## src/rtl/map_row_server_if.sv

```systemverilog
// Overlay lookup port of map_row_server: the overlay drives a column/row
// address and receives the cell value combinationally from the line buffer.
// Signal names are given from the server's point of view.
interface map_row_server_if #(
  parameter int unsigned MAP_WBITS = 4,
  parameter int unsigned MAP_HBITS = 4
);
  logic [MAP_WBITS-1:0] i_ov_col;
  logic [MAP_HBITS-1:0] i_ov_row;
  logic [1:0]           o_ov_val;

  // Overlay side: issues lookups, consumes cell values
  modport master (
    output i_ov_col,
    output i_ov_row,
    input  o_ov_val
  );

  // Server side: answers lookups from the active line-buffer bank
  modport slave (
    input  i_ov_col,
    input  i_ov_row,
    output o_ov_val
  );
endinterface

```

## src/rtl/map_row_server.sv

```systemverilog
// map_row_server: owns the single map-ROM read port.
// The ray tracer gets the ROM whenever it asks (1-cycle ack, no backpressure).
// During each hblank the next overlay map row is prefetched into the idle half
// of a ping-pong line buffer using only cycles the tracer leaves free; the
// buffers are swapped at the start of the first scanline of that map row.
// The overlay reads the active bank combinationally through map_row_server_if.
// Optional feature macro: MAP_FILL_MISS_EN builds the sticky o_fill_miss flag;
// without it o_fill_miss is tied low and fill restarts are silent.
module map_row_server #(
  parameter int unsigned MAP_WBITS = 4,
  parameter int unsigned MAP_HBITS = 4,
  parameter int unsigned MAP_SCALE = 3,
  parameter int unsigned H_VIEW    = 640,
  parameter int unsigned V_TOTAL   = 525
) (
  input  logic                 clk,
  input  logic                 reset_n,
  input  logic [9:0]           hpos,
  input  logic [9:0]           vpos,
  // tracer client
  input  logic                 i_tr_req,
  input  logic [MAP_WBITS-1:0] i_tr_col,
  input  logic [MAP_HBITS-1:0] i_tr_row,
  output logic                 o_tr_ack,
  output logic [1:0]           o_tr_val,
  // overlay client
  map_row_server_if.slave      ov,
  // map ROM
  output logic [MAP_WBITS-1:0] o_rom_col,
  output logic [MAP_HBITS-1:0] o_rom_row,
  input  logic [1:0]           i_rom_val,
  // status
  output logic                 o_fill_miss
);

  localparam int unsigned MAP_WIDTH  = 1 << MAP_WBITS;
  localparam int unsigned LINE_LIMIT = (1 << MAP_HBITS) << MAP_SCALE;
  localparam logic [MAP_WBITS-1:0] COL_LAST = '1;

  typedef enum logic [1:0] {
    S_IDLE = 2'd0,
    S_FILL = 2'd1,
    S_DONE = 2'd2
  } state_t;

  state_t r_state;
  state_t w_state_nxt;

  logic [MAP_WBITS-1:0] r_col;
  logic [MAP_HBITS-1:0] r_fill_tag;
  logic [MAP_HBITS-1:0] r_active_tag;
  logic                 r_active_valid;
  logic                 r_active_sel;   // 0: bank0 active, bank1 filling
  logic [1:0]           r_bank0 [MAP_WIDTH];
  logic [1:0]           r_bank1 [MAP_WIDTH];
  logic                 r_tr_ack;
  logic [1:0]           r_tr_val;

  logic [9:0]           w_next_line;
  logic                 w_trigger;
  logic                 w_swap;
  logic                 w_fill_we;
  logic [MAP_HBITS-1:0] w_next_tag;
  logic [1:0]           w_active_rd;

  // Raster decode: prefetch trigger at hblank start, swap at line start
  always_comb begin
    w_next_line = (vpos == 10'(V_TOTAL - 1)) ? '0 : vpos + 10'd1;
    w_next_tag  = w_next_line[MAP_SCALE+MAP_HBITS-1:MAP_SCALE];
    w_trigger   = (hpos == 10'(H_VIEW))
               && (w_next_line[MAP_SCALE-1:0] == '0)
               && (32'(w_next_line) < LINE_LIMIT);
    w_swap      = (hpos == '0)
               && (vpos[MAP_SCALE-1:0] == '0)
               && (32'(vpos) < LINE_LIMIT);
  end

  // FSM state register
  always_ff @(posedge clk or negedge reset_n) begin
    if (!reset_n) begin
      r_state <= S_IDLE;
    end else begin
      r_state <= w_state_nxt;
    end
  end

  // FSM next state and fill-write enable; the tracer always wins the ROM
  always_comb begin
    w_state_nxt = r_state;
    w_fill_we   = 1'b0;
    if (r_state == S_FILL && !i_tr_req) begin
      w_fill_we = 1'b1;
    end
    if (w_swap) begin
      w_state_nxt = S_IDLE;
    end else if (w_trigger) begin
      w_state_nxt = S_FILL;
    end else if (w_fill_we && r_col == COL_LAST) begin
      w_state_nxt = S_DONE;
    end
  end

  // ROM address mux: tracer, then fill, otherwise parked at {0,0}
  always_comb begin
    o_rom_col = '0;
    o_rom_row = '0;
    if (i_tr_req) begin
      o_rom_col = i_tr_col;
      o_rom_row = i_tr_row;
    end else if (r_state == S_FILL) begin
      o_rom_col = r_col;
      o_rom_row = r_fill_tag;
    end
  end

  // Fill column counter and tag capture
  always_ff @(posedge clk or negedge reset_n) begin
    if (!reset_n) begin
      r_col      <= '0;
      r_fill_tag <= '0;
    end else if (w_trigger) begin
      r_col      <= '0;
      r_fill_tag <= w_next_tag;
    end else if (w_fill_we) begin
      r_col      <= r_col + MAP_WBITS'(1);
    end
  end

  // Line buffer writes into whichever bank is not active
  always_ff @(posedge clk or negedge reset_n) begin
    if (!reset_n) begin
      for (int unsigned i = 0; i < MAP_WIDTH; i++) begin
        r_bank0[i] <= '0;
        r_bank1[i] <= '0;
      end
    end else if (w_fill_we) begin
      if (r_active_sel) begin
        r_bank0[r_col] <= i_rom_val;
      end else begin
        r_bank1[r_col] <= i_rom_val;
      end
    end
  end

  // Bank swap / invalidation at the first line of a map row
  always_ff @(posedge clk or negedge reset_n) begin
    if (!reset_n) begin
      r_active_sel   <= 1'b0;
      r_active_tag   <= '0;
      r_active_valid <= 1'b0;
    end else if (w_swap) begin
      if (r_state == S_DONE) begin
        r_active_sel   <= ~r_active_sel;
        r_active_tag   <= r_fill_tag;
        r_active_valid <= 1'b1;
      end else begin
        r_active_valid <= 1'b0;
      end
    end
  end

  // Tracer response: one-cycle ack, value held until the next request
  always_ff @(posedge clk or negedge reset_n) begin
    if (!reset_n) begin
      r_tr_ack <= 1'b0;
      r_tr_val <= '0;
    end else begin
      r_tr_ack <= i_tr_req;
      if (i_tr_req) begin
        r_tr_val <= i_rom_val;
      end
    end
  end

  assign o_tr_ack = r_tr_ack;
  assign o_tr_val = r_tr_val;

  // Overlay lookup from the active bank, zero on tag miss or invalid row
  always_comb begin
    w_active_rd = r_active_sel ? r_bank1[ov.i_ov_col] : r_bank0[ov.i_ov_col];
    ov.o_ov_val = '0;
    if (r_active_valid && ov.i_ov_row == r_active_tag) begin
      ov.o_ov_val = w_active_rd;
    end
  end

`ifdef MAP_FILL_MISS_EN
  logic r_fill_miss;
  logic w_miss_set;

  // Miss when a fill is restarted or a swap finds the fill unfinished
  always_comb begin
    w_miss_set = (w_trigger && r_state == S_FILL)
              || (w_swap && r_state != S_DONE);
  end

  // Sticky miss flag, cleared only by reset
  always_ff @(posedge clk or negedge reset_n) begin
    if (!reset_n) begin
      r_fill_miss <= 1'b0;
    end else if (w_miss_set) begin
      r_fill_miss <= 1'b1;
    end
  end

  assign o_fill_miss = r_fill_miss;
`else
  assign o_fill_miss = 1'b0;
`endif

endmodule

```

## src/flat_wrapper.sv

```systemverilog
// flat-port wrapper written by rule: the top's interface ports become plain ports
module map_row_server_flat 
#(
  parameter int unsigned MAP_WBITS = 4,
  parameter int unsigned MAP_HBITS = 4,
  parameter int unsigned MAP_SCALE = 3,
  parameter int unsigned H_VIEW    = 640,
  parameter int unsigned V_TOTAL   = 525
)
  (clk, reset_n, hpos, vpos, i_tr_req, i_tr_col, i_tr_row, o_tr_ack, o_tr_val, o_rom_col, o_rom_row, i_rom_val, o_fill_miss, ov_i_ov_col, ov_i_ov_row, ov_o_ov_val);
  map_row_server_if #(.MAP_WBITS(MAP_WBITS), .MAP_HBITS(MAP_HBITS)) ov_i ();
  input  logic clk;
  input  logic reset_n;
  input  logic [9:0] hpos;
  input  logic [9:0] vpos;
  input  logic i_tr_req;
  input  logic [MAP_WBITS-1:0] i_tr_col;
  input  logic [MAP_HBITS-1:0] i_tr_row;
  output logic o_tr_ack;
  output logic [1:0] o_tr_val;
  output logic [MAP_WBITS-1:0] o_rom_col;
  output logic [MAP_HBITS-1:0] o_rom_row;
  input  logic [1:0] i_rom_val;
  output logic o_fill_miss;
  input wire logic [$bits(ov_i.i_ov_col)-1:0] ov_i_ov_col;
  input wire logic [$bits(ov_i.i_ov_row)-1:0] ov_i_ov_row;
  output wire logic [$bits(ov_i.o_ov_val)-1:0] ov_o_ov_val;
  assign ov_i.i_ov_col = ov_i_ov_col;
  assign ov_i.i_ov_row = ov_i_ov_row;
  assign ov_o_ov_val = ov_i.o_ov_val;
  map_row_server #(.MAP_WBITS(MAP_WBITS), .MAP_HBITS(MAP_HBITS), .MAP_SCALE(MAP_SCALE), .H_VIEW(H_VIEW), .V_TOTAL(V_TOTAL)) u_core (.clk(clk), .reset_n(reset_n), .hpos(hpos), .vpos(vpos), .i_tr_req(i_tr_req), .i_tr_col(i_tr_col), .i_tr_row(i_tr_row), .o_tr_ack(o_tr_ack), .o_tr_val(o_tr_val), .ov(ov_i), .o_rom_col(o_rom_col), .o_rom_row(o_rom_row), .i_rom_val(i_rom_val), .o_fill_miss(o_fill_miss));
endmodule
```

## config.mk

```make
export PLATFORM = sky130hd
export DESIGN_NAME = map_row_server_flat
export DESIGN_NICKNAME = d
export VERILOG_FILES = /design/src/rtl/map_row_server_if.sv /design/src/rtl/map_row_server.sv /design/src/flat_wrapper.sv
export SDC_FILE = /design/constraint.sdc
export NUM_CORES = 1
export LEC_CHECK = 0
export CORE_ASPECT_RATIO = 1.25
export CORE_MARGIN = 5
export CORE_UTILIZATION = 60
export CTS_CLUSTER_SIZE = 30
export DETAILED_ROUTE_END_ITERATION = 6
export GPL_ROUTABILITY_DRIVEN = 0
export GPL_TIMING_DRIVEN = 0
export PLACE_DENSITY_LB_ADDON = 0.08
export SETUP_SLACK_MARGIN = 0.1
export SYNTH_ARGS = -nofsm -noshare
export SYNTH_HDL_FRONTEND = slang
export SYNTH_SLANG_ARGS = --single-unit
```

## constraint.sdc

```tcl
create_clock -name clk -period 7.05 [get_ports clk]
set_input_delay 1.41 -clock clk [delete_from_list [all_inputs] [get_ports clk]]
set_output_delay 1.41 -clock clk [all_outputs]
set_load 0.01 [all_outputs]
```

==> summary.md <==
| Metric | Value |
|---|---|
| Pleak | 0.002411 uW |
| Vias | 3010 |
| GRT Util Overall | 0.2318 |
| I/O pin count | 55 |
| Worst vdd ir | 0.0001656 V |
| Root Buffer Master | clkbuf_8 |
| Commonest non-fill, non-tap cell in the layout | dfrtp_1 |
| Remaining global-route overflow | 0 |
| Chip Width | 85.94 um |
| YS warnings | 0 |
| Max Slew Vio Count | 0 |
| Mapped Area | 0.004325 mm2 |
| Core Util, Final | 0.7416 |
| Port Buffers | 51 |
| Critical Path Source Type | input pin |
| Initial core utilization | 0.6200 |
| Layout cells sized above 1 | 0.2667 |
| Layout area overhead | 19.61% |
| Skew-Pair Late Insertion Delay | 360 ps |
| Top_reg_cell synth | dfrtp_1 |
| Site Rows | 34 |
| Largest stage delay, worst path | 530 ps |
| Vias in the first global route | 3233 |
| Die Footprint | 0.009018 mm2 |
| DR iter-0 viols | 162 |
| Crit path max-delay family | buffers and inverters |
| Antenna diodes | 0 |
| Clock Path Buffers | 2 |
| Relative slew slack | 0.5822 |
| Setup TNS | 0 ps |
| Outcome | finished, final reports clean |
| Most used cell, CP | clkdlybuf4s50_1 |
| Count of flip-flops with a built-in enable after synthesis | 0 |
| Final min period | 5330 ps |
| Htree depth | 3 |
| Drt wl/cell | 18.82 um |
| Most frequent cells in the layout | 83 x dfrtp_1, 70 x mux2_2, 50 x clkdlybuf4s50_1, 38 x nand2_1, 17 x nor2_1 |
| Die height | 104.9 um |
| Number of synthesized register bits | 83 |
| Final setup violation count | 0 |
| Fraction of registers with async set/reset | 1.000 |
| Postcts setup bufs | 0 |
| Fmax | 0.1876 GHz |
| Hold_ws | 492.6 ps |
| CP arrival | 3920 ps |
| Worst hold-check path type | register to register |
| Syn avg cell area | 12.29 um2 |
| CP required | 5640 ps |
| RSZ-0062 raised after global routing | false |
| Cts hold-fix bufs | 0 |
| Worst Skew | 12.88 ps |
| 1st-pass router iterations | 4 |
| CP endpoint kind | output port |
| Total Power | 907.3 uW |
| Final WL | 9599 um |
| Crit-path slowest cell | clkdlybuf4s50_1 |
| # nets final | 462 |
| Placed wire-length estimate | 7147 um |
| Post-route ant nets | 0 |
| Largest net degree at the start of global routing | 47 |
| Cell Chain, Critical Path | clkdlybuf4s50_1 > clkbuf_1 > mux4_2 > mux2i_1 > o21ai_0 > a31oi_1 > nor2_1 > clkdlybuf4s50_1 |
| Critical path class | input pin to output port |
| PostCTS Resize Cnt | 0 |
| DR vias/cell | 5.902 |
| Number of failing hold endpoints at the final stage | 0 |
| Post-route DRC violation count | 0 |
| Syn Nets | 399 |
| Max-Cap Viols | 0 |
| Core area | 0.006977 mm2 |
| CTS Buf Count | 9 |
| Distinct cell type count after synthesis | 46 |
| TritonCTS clock tree | done |
| First-pass GRT wire length | 16170 um |
| CP bufs+invs | 3 |
| Mapped Cells | 352 |
| Ratio of final minimum period to clock period | 0.7560 |
| Worst-path maximum fanout | 10 |
| Sequential share of the synthesized area | 0.4802 |
| Initial antenna violation count | 0 |
| Cell Pwr Density | 175.4 mW/mm2 |
| Clock sinks | 83 |
| Worst slew pin tran | 626.7 ps |
| CTS clk-pin slew, worst paths | 90 ps |
routing by layer:
| metal | routed length, um | track usage |
|---|---|---|
| met5 | 0 | 0 |
| met4 | 174 | 0.1029 |
| met3 | 510 | 0.05354 |
| met2 | 4940 | 0.3776 |
| met1 | 3973 | 0.2925 |
path summary, 6_finish.rpt:
path                                            start  cells after the start                    end  slack (ps)
worst max-delay path                   ov_i_ov_col[3]                      8         ov_o_ov_val[0]        1720
worst min-delay path            u_core.r_active_valid                      1  u_core.r_active_valid         490
worst max register to register      u_core.r_state[1]                      5      u_core.r_bank1[7]        5040
worst min register to register  u_core.r_active_valid                      1  u_core.r_active_valid         490
max in group asynchronous                     reset_n                      2     u_core.r_bank0[26]        5440
min in group asynchronous                     reset_n                      1     u_core.r_bank1[24]        1020
logic make-up (layout without fill, tap and decap cells):
kind of cell,count (synthesis),in the layout,synth area share
AO/OA/AOI/OAI,29,29,0.05525
XOR/XNOR,13,13,0.02632
adder cells (fa/ha/maj),6,6,0.01736
buffers and inverters,23,91,0.02343
flip-flops,83,83,0.4802
multiplexers,97,97,0.2806
other,1,1,0.0008670
AND/OR/NAND/NOR,100,100,0.1160
cell type report:
type | count | area (um2)
Inverter | 4 | 15.01
Timing Repair Buffer | 52 | 535.5
Clock buffer | 9 | 123.9
Multi-Input combinational cell | 246 | 2147
Sequential cell | 83 | 2077
Fill cell | 515 | 1803
Buffer | 19 | 86.33
Clock inverter | 7 | 76.32
Tap cell | 90 | 112.6
state kept, by name, summed over array words and instances (netlist names):
| register | cells |
|---|---|
| u_core.r_bank0 | 32 |
| u_core.o_tr_val | 2 |
| u_core.r_fill_tag | 4 |
| u_core.r_state | 2 |
| u_core.r_bank1 | 32 |
| u_core.r_col | 4 |
| u_core.o_tr_ack | 1 |
| u_core.r_active_sel | 1 |
| u_core.r_active_tag | 4 |
| u_core.r_active_valid | 1 |
metrics by stage:
step | std cells | setup slack (ps) | cell area, um2
after global placement | 493 | 1679 | 4949
final | 510 | 1720 | 5174
after detailed placement | 494 | 1743 | 4974
after global routing | 510 | 1621 | 5174
after floorplan | 352 | 2771 | 4325
after CTS | 510 | 1716 | 5174
cell usage after synthesis, types with 3 or more instances:
cell type,n,share of area
clkbuf_1,13,0.011
mux2_2,70,0.18
xnor2_1,4,0.0081
nor4_1,3,0.0043
and3_1,5,0.0072
ha_1,6,0.017
and2_1,5,0.0072
o21ai_0,4,0.0046
a21oi_1,3,0.0035
nand2_1,38,0.033
inv_1,4,0.0035
a22o_1,8,0.016
dfrtp_1,83,0.48
nor2_1,17,0.015
mux2i_1,14,0.032
buf_2,3,0.0035
nand4_1,3,0.0043
xor2_1,9,0.018
mux4_2,12,0.062
nor2b_1,6,0.0087
nand3_1,10,0.012
report_power, final:
group | internal, uW | total, uW | switching (uW) | leakage [uW]
registers | 477 | 478 | 1.01 | 0.00115
clock network | 166 | 346 | 180 | 0.0000962
logic | 41.1 | 82.8 | 41.7 | 0.00117
total | 684 | 907 | 223 | 0.00241
Note: power is estimated with default switching activity, not from simulation.
